==> src/rtl/jtoutrun_subbus_req.sv <==
// Main-CPU side bus-request initiator for the sub-CPU window.
// Captures a cycle, raises sub_br, waits for sub_ok or a watchdog.
module jtoutrun_subbus_req #(
  parameter int SETTLE  = 2,
  parameter int TIMEOUT = 1024,
  parameter int CW      = 11
) (
  input  logic        clk,
  input  logic        rst,
  input  logic        cs,
  input  logic [18:0] main_A,
  input  logic [1:0]  main_dsn,
  input  logic        main_rnw,
  input  logic [15:0] main_dout,
  input  logic        sub_ok,
  input  logic [15:0] sub_din,
  input  logic        clr_err,
  output logic        sub_br,
  output logic [18:0] req_A,
  output logic [1:0]  req_dsn,
  output logic        req_rnw,
  output logic [15:0] req_dout,
  output logic [15:0] main_din,
  output logic        main_ok,
  output logic        timeout_err
);

  typedef enum logic [1:0] {
    ST_IDLE,
    ST_WAIT,
    ST_HOLD
  } state_t;

  state_t state, state_nxt;

  logic [CW-1:0] cnt, cnt_nxt;
  logic          start, succ, tout;

  logic        br_nxt, ok_nxt, rnw_nxt, err_nxt;
  logic [18:0] a_nxt;
  logic [1:0]  dsn_nxt;
  logic [15:0] dout_nxt, din_nxt;

  assign start = cs && (main_dsn != 2'b11);
  // sub_ok is only trusted after sub_br has been up for SETTLE cycles
  assign succ  = (cnt >= CW'(SETTLE)) && sub_ok;
  assign tout  = (cnt == CW'(TIMEOUT - 1)) && !succ;

  always_ff @(posedge clk) begin
    if (rst) state <= ST_IDLE;
    else     state <= state_nxt;
  end

  always_comb begin
    state_nxt = state;
    unique case (state)
      ST_IDLE: if (start) state_nxt = ST_WAIT;
      ST_WAIT: begin
        if (!cs)               state_nxt = ST_IDLE;
        else if (succ || tout) state_nxt = ST_HOLD;
      end
      ST_HOLD: if (!cs) state_nxt = ST_IDLE;
      default: state_nxt = ST_IDLE;
    endcase
  end

  always_comb begin
    br_nxt   = sub_br;
    ok_nxt   = main_ok;
    din_nxt  = main_din;
    a_nxt    = req_A;
    dsn_nxt  = req_dsn;
    rnw_nxt  = req_rnw;
    dout_nxt = req_dout;
    cnt_nxt  = cnt;
    err_nxt  = timeout_err & ~clr_err;
    unique case (state)
      ST_IDLE: begin
        if (start) begin
          a_nxt    = main_A;
          dsn_nxt  = main_dsn;
          rnw_nxt  = main_rnw;
          dout_nxt = main_dout;
          br_nxt   = 1'b1;
          cnt_nxt  = '0;
        end else begin
          dsn_nxt  = 2'b11;
          rnw_nxt  = 1'b1;
          br_nxt   = 1'b0;
          ok_nxt   = 1'b0;
        end
      end
      ST_WAIT: begin
        if (cnt != CW'(TIMEOUT)) cnt_nxt = cnt + CW'(1);
        if (!cs) begin
          br_nxt  = 1'b0;
          dsn_nxt = 2'b11;
        end else if (succ) begin
          if (req_rnw) din_nxt = sub_din;
          ok_nxt  = 1'b1;
          br_nxt  = 1'b0;
          dsn_nxt = 2'b11;
        end else if (tout) begin
          din_nxt = 16'hffff;
          ok_nxt  = 1'b1;
          err_nxt = 1'b1;
          br_nxt  = 1'b0;
          dsn_nxt = 2'b11;
        end
      end
      ST_HOLD: if (!cs) ok_nxt = 1'b0;
      default: ;
    endcase
  end

  always_ff @(posedge clk) begin
    if (rst) begin
      sub_br      <= 1'b0;
      main_ok     <= 1'b0;
      main_din    <= '0;
      req_A       <= '0;
      req_dsn     <= 2'b11;
      req_rnw     <= 1'b1;
      req_dout    <= '0;
      timeout_err <= 1'b0;
      cnt         <= '0;
    end else begin
      sub_br      <= br_nxt;
      main_ok     <= ok_nxt;
      main_din    <= din_nxt;
      req_A       <= a_nxt;
      req_dsn     <= dsn_nxt;
      req_rnw     <= rnw_nxt;
      req_dout    <= dout_nxt;
      timeout_err <= err_nxt;
      cnt         <= cnt_nxt;
    end
  end

endmodule

==> config.mk <==
export PLATFORM = sky130hd
export DESIGN_NAME = jtoutrun_subbus_req
export DESIGN_NICKNAME = d
export VERILOG_FILES = /design/src/rtl/jtoutrun_subbus_req.sv
export SDC_FILE = /design/constraint.sdc
export NUM_CORES = 1
export LEC_CHECK = 0
export ABC_AREA = 1
export BUFFER_PORTS_ARGS = -buffer_cell sky130_fd_sc_hd__clkbuf_2
export CAP_MARGIN = 10
export CORE_UTILIZATION = 42
export CTS_CLUSTER_SIZE = 30
export DETAILED_ROUTE_END_ITERATION = 8
export PLACE_DENSITY_LB_ADDON = 0.15
export SLEW_MARGIN = 25
export SYNTH_ARGS = -nofsm -noshare
export SYNTH_HDL_FRONTEND = slang
export SYNTH_SLANG_ARGS = --single-unit
export TNS_END_PERCENT = 10
==> constraint.sdc <==
create_clock -name clk -period 2.3 [get_ports clk]
set_input_delay 0.46 -clock clk [delete_from_list [all_inputs] [get_ports clk]]
set_output_delay 0.46 -clock clk [all_outputs]
set_load 0.02 [all_outputs]
==> metrics <==
status=complete, no violations; Post CTS Setup Buffer Count=0; commonest non-fill, non-tap cells in the layout=nor2_1 (118), clkbuf_2 (115), nand2_1 (74); pre-CTS WS=400 ps; Seq/Total Area, Yosys=45.4%; Mapped Cells=439; die width=87.7 µm; clock tree buffer depth=2; Final Max Tran Viols=0; Ports=116; P&R area growth vs syn=28.1%; Chip Height=87.7 µm; Arr. time, crit path=2160 ps; CTS Hold Bufs=0; total power=2.79 mW; ranking of synthesized cells by area=dfxtp_1 (45%), nor2_1 (14%), nand2_1 (9.0%); clock root buffer=clkbuf_8; Port Buf Inserts=115; slew at the pin closest to its max-slew limit=381 ps; dpl hpwl=5.16 mm; worst-path fanout max=32; vias=2994; Routed Antenna Nets=0; worst skew pair latency=340 ps; Post-Place Cell Area=3730 µm²; Hold Path Class=input port to register; FMAX=521 MHz; core area=6940 µm²; Tmin final=1920 ps; Pint=2.05 mW; WL/cell=11.1 µm; Num CTS Buffers=9; initial antenna violation count=0; fin crit share=83.5%; worst hold slack=362 ps; final worst slack=380 ps; count of TritonRoute iterations in the first routing pass=4; TNS Setup=0 ps; routed wire length=7.21 mm; RSZ-0062 raised after global routing=no; share of cells above drive strength 1=29.2%; Synth warnings=0; Seq cells post-synth=70; sw power=0.736 mW; Synth area leader=dfxtp_1; DP Cell Count=636; GRT Total Usage=19.4%; vias per inst=4.60; VDD IR max=408 µV; DRC=0; mean post-synth cell area=7.03 µm²; post-CTS sizing=0; max-cap violations=0; share of the synthesized area in the top cell type=45.4%; GRT overflow=0; Starting DRT DRC Count=142; share of power burned in registers=47.1%; Startpoint Class=register; Reg clk slew, reported paths=70 ps; cell area after layout=3950 µm²; critical path class=register to register; first-pass GRT wire length=11.6 mm; gp weighted congestion=0.818; WP data required=2540 ps; Cell Area, Synth=3090 µm²; crit path capture type=register; leading cell type in the layout, fill and taps excluded=nor2_1; Worst Clk Skew=8.95 ps; worst relative slew slack=74.6%; Synth Net Count=501; Layout Cells excl Fill=651; vias in the first global route=2617; power per standard cell area=705 nW/µm²; Unique masters post-synth=28; ANT cells=0; Core Rows=30; CTS sink cnt=70; Comb power frac=13.6%; final core utilization=56.9%; TritonCTS clock tree=built; Net count, final=613; H-tree Lvls=3; Pleak=1.89 nW; Final Setup Violations=0; Clock Power Share=39.3%; Initial Util=44.5%; pin count of the biggest net entering global routing=51; DIE AREA=7700 µm²; Final Hold Violating Endpoints=0; Sw Ratio=26.4%
-- power groups by stage --
| stage | clock, mW | sequential, mW | combinational, mW |
|---|---|---|---|
| after floorplan | 0 | 1.41 | 0.158 |
| after global placement | 0 | 1.34 | 0.380 |
| after detailed placement | 0 | 1.34 | 0.384 |
| after CTS | 1.12 | 1.31 | 0.385 |
| after global routing | 1.19 | 1.32 | 0.423 |
| final | 1.10 | 1.31 | 0.379 |
-- flip-flops by register name (all words and copies together) (netlist names) --
| name | count |
|---|---|
| sub_br | 1 |
| req_dsn | 2 |
| state | 2 |
| req_dout | 16 |
| main_din | 16 |
| cnt | 11 |
| timeout_err | 1 |
| req_A | 19 |
| req_rnw | 1 |
| main_ok | 1 |
-- worst paths after layout --
path / from / slack [ps] / end / depth (start not counted)
setup / recovery: cnt[0] / 380 / main_din[6] / 12
hold / removal: main_rnw / 360 / req_rnw / 3
setup reg to reg: cnt[0] / 380 / main_din[6] / 12
hold reg to reg: timeout_err / 470 / timeout_err / 2
-- cell type report --
type                            instances  area [µm²]
Fill cell                             667        2990
Sequential cell                        70        1400
Clock buffer                           10         138
Clock inverter                          5        82.6
Multi-Input combinational cell        313        1450
Inverter                               38         143
Tap cell                               96         120
Timing Repair Buffer                  119         618
-- layer usage --
metal	vias to the layer above	GRT usage, %	routed length (µm)
met2	89	31.1	3240
met1	1296	24.2	3410
met4	0	9.69	145
li1	1595	-	-
met3	14	4.90	418
met5	-	0	0
-- synthesized netlist by cell type, drive strengths merged --
| master | number |
|---|---|
| dfxtp | 70 |
| clkinv | 1 |
| buf | 9 |
| ha | 3 |
| nor2 | 122 |
| inv | 37 |
| nand4 | 5 |
| o21ai | 37 |
| o21bai | 1 |
| nand2 | 80 |
| nor3 | 5 |
| or2 | 18 |
| clkbuf | 9 |
| o22ai | 1 |
| o211ai | 2 |
| a21oi | 18 |
| nand3b | 1 |
| nand3 | 20 |
-- worst max-delay path, cell delays in order, from the launching register on --
cell and delay [ps]:
dfxtp_1 410, inv_1 120, ha_1 210, nor2_1 80, nand2_1 50, nor2_1 120
nand2_2 80, nand2_4 170, nand2_4 90, nand3_4 260, nand2_1 100, nand2_1 80
nor2_1 40
-- cell families (layout without fill, tap and decap cells) --
| logic type | Yosys count | in the layout | share of synthesized area, % |
|---|---|---|---|
| compound gates | 59 | 59 | 9.97 |
| fa+ha+maj | 3 | 3 | 1.22 |
| buf+inv | 56 | 172 | 7.62 |
| flops | 70 | 70 | 45.4 |
| simple gates | 251 | 251 | 35.8 |
Note: power is estimated with default switching activity, not from simulation.
